--- src/rtl/adc_display_driver.sv ---
// rtl/adc_display_driver.sv - 4-digit multiplexed 7-segment driver for the 16-bit ADC result
// Optional feature macro: DECIMAL_POINT_EN (decimal point on digit DP_POS in BCD mode).
module adc_display_driver #(
  parameter int REFRESH_DIV  = 100_000,
  parameter int UPDATE_DIV   = 25_000_000,
  parameter int BLANK_CYCLES = 16,
  parameter int DP_POS       = 3
) (
  input  logic        clk,
  input  logic        reset,
  input  logic [15:0] value,
  input  logic        bcd_mode,
  input  logic        freeze,
  output logic [3:0]  anode,
  output logic [6:0]  cathode,
  output logic        dp
);

  localparam int RW = $clog2(REFRESH_DIV);
  localparam int UW = $clog2(UPDATE_DIV);
  localparam logic [RW-1:0] REFRESH_LAST = RW'(REFRESH_DIV - 1);
  localparam logic [UW-1:0] UPDATE_LAST  = UW'(UPDATE_DIV - 1);
  localparam logic [RW-1:0] BLANK_LIM    = RW'(BLANK_CYCLES);

  logic [RW-1:0] r_refresh_cnt;
  logic [UW-1:0] r_update_cnt;
  logic [1:0]    r_digit_sel;
  logic [15:0]   r_shown_value;
  logic [3:0]    r_anode;
  logic [6:0]    r_cathode;
  logic          r_dp;

  logic          w_refresh_wrap;
  logic          w_update_wrap;
  logic [3:0]    w_nib;
  logic          w_upper_zero;
  logic          w_lz_blank;
  logic          w_blank;
  logic [6:0]    w_glyph;
  logic [3:0]    w_anode;
  logic [6:0]    w_cathode;
  logic          w_dp;

  assign w_refresh_wrap = (r_refresh_cnt == REFRESH_LAST);
  assign w_update_wrap  = (r_update_cnt == UPDATE_LAST);
  assign w_nib          = r_shown_value[{r_digit_sel, 2'b00} +: 4];

  always_ff @(posedge clk) begin
    if (reset) begin
      r_refresh_cnt <= '0;
      r_update_cnt  <= '0;
      r_digit_sel   <= 2'd0;
      r_shown_value <= 16'h0000;
    end else begin
      r_refresh_cnt <= w_refresh_wrap ? '0 : r_refresh_cnt + 1'b1;
      r_update_cnt  <= w_update_wrap ? '0 : r_update_cnt + 1'b1;
      if (w_refresh_wrap) begin
        r_digit_sel <= r_digit_sel + 2'd1;
      end
      if (w_update_wrap && !freeze) begin
        r_shown_value <= value;
      end
    end
  end

  // A dash nibble (>9) is non-zero, so it naturally stops leading-zero blanking.
  always_comb begin
    w_upper_zero = 1'b0;
    case (r_digit_sel)
      2'd1:    w_upper_zero = (r_shown_value[15:4] == 12'd0);
      2'd2:    w_upper_zero = (r_shown_value[15:8] == 8'd0);
      2'd3:    w_upper_zero = (r_shown_value[15:12] == 4'd0);
      default: w_upper_zero = 1'b0;
    endcase
  end

`ifdef DECIMAL_POINT_EN
  assign w_lz_blank = bcd_mode && w_upper_zero && (r_digit_sel > 2'(DP_POS));
`else
  assign w_lz_blank = bcd_mode && (r_digit_sel != 2'd0) && w_upper_zero;
`endif

  assign w_blank = (r_refresh_cnt < BLANK_LIM) || w_lz_blank;

  always_comb begin
    w_glyph = 7'h7F;
    case (w_nib)
      4'h0: w_glyph = 7'b1000000;
      4'h1: w_glyph = 7'b1111001;
      4'h2: w_glyph = 7'b0100100;
      4'h3: w_glyph = 7'b0110000;
      4'h4: w_glyph = 7'b0011001;
      4'h5: w_glyph = 7'b0010010;
      4'h6: w_glyph = 7'b0000010;
      4'h7: w_glyph = 7'b1111000;
      4'h8: w_glyph = 7'b0000000;
      4'h9: w_glyph = 7'b0010000;
      4'hA: w_glyph = 7'b0001000;
      4'hB: w_glyph = 7'b0000011;
      4'hC: w_glyph = 7'b1000110;
      4'hD: w_glyph = 7'b0100001;
      4'hE: w_glyph = 7'b0000110;
      4'hF: w_glyph = 7'b0001110;
      default: w_glyph = 7'h7F;
    endcase
    if (bcd_mode && (w_nib > 4'd9)) begin
      w_glyph = 7'b0111111;
    end
  end

  always_comb begin
    w_anode   = 4'b1111;
    w_cathode = 7'h7F;
    w_dp      = 1'b1;
    if (!w_blank) begin
      w_anode   = ~(4'b0001 << r_digit_sel);
      w_cathode = w_glyph;
`ifdef DECIMAL_POINT_EN
      w_dp      = !(bcd_mode && (r_digit_sel == 2'(DP_POS)));
`endif
    end
  end

  always_ff @(posedge clk) begin
    if (reset) begin
      r_anode   <= 4'b1111;
      r_cathode <= 7'h7F;
      r_dp      <= 1'b1;
    end else begin
      r_anode   <= w_anode;
      r_cathode <= w_cathode;
      r_dp      <= w_dp;
    end
  end

  assign anode   = r_anode;
  assign cathode = r_cathode;
  assign dp      = r_dp;

endmodule

--- config.mk ---
export PLATFORM = sky130hd
export DESIGN_NAME = adc_display_driver
export DESIGN_NICKNAME = d
export VERILOG_FILES = /design/src/rtl/adc_display_driver.sv
export SDC_FILE = /design/constraint.sdc
export NUM_CORES = 1
export LEC_CHECK = 0
export BUFFER_PORTS_ARGS = -buffer_cell sky130_fd_sc_hd__buf_2
export CORE_MARGIN = 1.5
export CORE_UTILIZATION = 59
export CTS_CLUSTER_DIAMETER = 120
export CTS_CLUSTER_SIZE = 10
export DETAILED_ROUTE_END_ITERATION = 8
export GPL_TIMING_DRIVEN = 0
export PLACE_DENSITY = 0.79
export SLEW_MARGIN = 20
export SYNTH_ARGS = -nofsm -noshare
export SYNTH_HDL_FRONTEND = slang
export SYNTH_SLANG_ARGS = --single-unit
--- constraint.sdc ---
create_clock -name clk -period 2.73 [get_ports clk]
set_input_delay 0.273 -clock clk [delete_from_list [all_inputs] [get_ports clk]]
set_output_delay 0.273 -clock clk [all_outputs]
set_load 0.1 [all_outputs]
==> summary.txt <==
Place
  • I/O Buffers: 30
  • GPL Wtd Cong: 0.874
  • DP Cell Count: 474
  • DP Area: 3630 µm²
  • Post-DP HPWL: 4840 µm

STA
  • Clock Skew: 0.00934 ns
  • RSZ-0062 raised after global routing: no
  • Fin crit share: 0.929
  • Worst slew margin: 0.561
  • Max Freq: 394 MHz
  • Pins Over Slew Limit: 0
  • Setup TNS: 0 ns
  • Fin. Hold Viols: 0
  • Min Tclk post-route: 2.54 ns
  • Final setup vio count: 0
  • Worst-Margin Slew: 0.654 ns

CTS
  • Clk_lat worst skew: 0.35 ns
  • PostCTS Resize Cnt: 0
  • H-Tree Depth: 3
  • Clock tree buffer depth: 2
  • CTS tree: yes
  • Total clock sinks: 71
  • CTS Buf Count: 9
  • Postcts setup bufs: 0
  • CTS root buffer: clkbuf_8
  • CTS Hold Bufs: 0
  • Clk slew on worst S/H paths: 0.08 ns

Worst setup path
  • Largest stage delay, worst path: 0.60 ns
  • Crit path cell chain: buf_2 -> mux4_2 -> inv_1 -> ha_1 -> nor2_1 -> o211a_2 -> a211oi_4 -> o221ai_1
  • Crit path required time: 2.94 ns
  • Number of buffer and inverter stages on the critical path: 2
  • Critical path launch point: r_digit_sel[0]
  • CP top delay family: compound AO/OA/AOI/OAI gates
  • Worst Setup End Kind: register
  • Max FO, Critical Path: 7
  • CP Class: register to register
  • Reg-to-Reg Start: r_digit_sel[0]
  • Critical path startpoint category: register
  • Slowest-stage cell, CP: mux4_2
  • Crit path DAT: 2.75 ns

Power
  • Power Dens Cells: 554 nW/µm²
  • P_leak: 0.00138 µW
  • Design Power: 2150 µW
  • VDD IR max: 0.000531 V

GRT
  • Largest net degree at the start of global routing: 13
  • Vias in the first global route: 2654
  • Initial antenna violation count: 0
  • Global route total overflow: 0
  • Total GRT Usage: 0.241
  • First-pass GRT wire length: 11600 µm

Yosys
  • Netlist cell types: 46
  • #FFs+latches synth: 71
  • Ys Warns: 0
  • Cells after synthesis: 372
  • EDFF count, synth: 0
  • Syn_area_per_cell: 9.11 µm²
  • Seq/Total Area, Yosys: 0.419
  • Synth Cell Area: 3390 µm²
  • Syn Nets: 403
  • Ys flop type: dfxtp_1
  • Async SR Flop Fraction: 0

Route
  • Via density: 5.73
  • Final ANT Viol Nets: 0
  • First-pass DRT Iterations: 4
  • Residual DRC: 0
  • Total number of vias: 2809
  • Total Wirelength: 6970 µm
  • DRT iter0 DRCs: 162
  • WL/cell: 14.2 µm

Final layout
  • Share of cells above drive strength 1: 0.163
  • Synth-to-layout area growth: 14.3%
  • Post-layout util: 0.699
  • Fillers: 422
  • Antenna Cells: 0
  • Final instance area: 3870 µm²
  • Layout Cells excl Fill: 490
  • Nets: 444

Floorplanning
  • Initial Util: 0.612
  • Vert. Die Dim: 78.8 µm
  • Chip Width: 78.8 µm
  • Row count: 27
  • # IOs: 32
  • Die area: 6210 µm²
  • Core Area: 5540 µm²

Worst hold path
  • Hold Startpoint: reset
  • Worst Hold Class: input pin to register

Status
  • Outcome: finished, final reports clean

Job
  • Max_cap viols: 0
==> metrics by stage <==
stage	hold WS [ns]	worst slack [ns]
after global placement	0.422	0.264
final	0.134	0.193
after global routing	0.129	0.0374
after CTS	0.126	0.201
after floorplan	0.342	0.498
after detailed placement	0.432	0.222
==> state kept, by name, summed over array words and instances (netlist names) <==
signal / flops
anode: 4
cathode: 7
r_digit_sel: 2
r_refresh_cnt: 17
r_shown_value: 16
r_update_cnt: 25
==> layout by cell type, fill, tap and decap left out, types with 2 or more instances in the layout <==
master	n
o21ai_0	4
xor2_1	15
and2_1	3
buf_2	37
clkbuf_1	7
nand4_1	11
or3_1	5
nor2_1	35
clkinv_2	2
and3_1	5
dfxtp_1	71
o221ai_1	2
clkbuf_8	10
nor4_1	8
mux2i_1	18
mux2_1	2
o21a_1	2
nand2b_1	4
ha_1	11
mux4_2	5
and4_1	5
o211ai_1	2
nand2_1	53
bufinv_16	3
inv_1	14
xnor2_1	11
nor3_1	6
o31ai_1	9
nand3_1	14
or4_1	9
o21ai_1	2
nor4b_2	2
a21oi_1	14
==> Yosys cell counts, types with 2 or more instances <==
master	n	area share
and3_1	5	0.0092
nand4_1	11	0.020
xnor2_1	11	0.028
mux4_2	5	0.033
xor2_1	15	0.039
ha_1	11	0.041
mux2i_1	18	0.053
o21ai_1	2	0.0030
inv_1	14	0.016
o21ai_0	4	0.0059
and2_1	3	0.0055
mux2_1	2	0.0066
nand3_1	14	0.021
clkbuf_1	7	0.0078
nand2_1	53	0.059
nor3_1	6	0.0089
nor2_1	35	0.039
a21oi_1	14	0.021
o21a_1	2	0.0044
o31ai_1	9	0.020
nor4_1	8	0.015
nor4b_2	2	0.0089
o211ai_1	2	0.0044
or4_1	9	0.020
dfxtp_1	71	0.42
nand2b_1	4	0.0074
or3_1	5	0.0092
buf_2	7	0.010
o221ai_1	2	0.0052
and4_1	5	0.013
==> power breakdown <==
part	switching, µW	internal (µW)	leakage, µW
registers	6.51	1040	0.000573
logic	45.7	24.6	0.000687
clock network	401	628	0.000122
total	453	1700	0.00138
==> routing by layer <==
metal / part of all wire / GRT usage / vias to the layer above
met5: 0 / 0 / -
met4: 0.016 / 0.0911 / 0
met3: 0.038 / 0.0713 / 11
met2: 0.51 / 0.427 / 60
met1: 0.44 / 0.271 / 1342
li1: - / - / 1396
==> path summary, 6_finish.rpt <==
kind / depth (start not counted) / end / slack (ns)
max: 8 / cathode[4] / 0.19
min: 2 / r_refresh_cnt[4] / 0.13
max reg2reg: 8 / cathode[4] / 0.19
min reg2reg: 1 / r_update_cnt[0] / 0.44
==> kinds of logic (layout without fill, tap and decap cells) <==
group	Yosys count	in the layout	synth area share
and+or+nand+nor	163	163	0.248
DFF	71	71	0.419
AOI/OAI and AO/OA	43	43	0.0893
buffers and inverters	32	78	0.0417
xor gates and xnor gates	26	26	0.0672
muxes	25	25	0.0930
adders and majority gates	11	11	0.0406
other	1	1	0.00111
==> layout make-up <==
class | instances | area [µm²] | share of cell area
Multi-Input combinational cell | 269 | 1830 | 0.471
Sequential cell | 71 | 1420 | 0.367
Timing Repair Buffer | 30 | 150 | 0.0387
Clock buffer | 10 | 138 | 0.0355
Clock inverter | 6 | 108 | 0.0278
Tap cell | 72 | 90.1 | 0.0232
Buffer | 17 | 85.1 | 0.0220
Inverter | 15 | 56.3 | 0.0145
(Power assumes the default switching activity.)
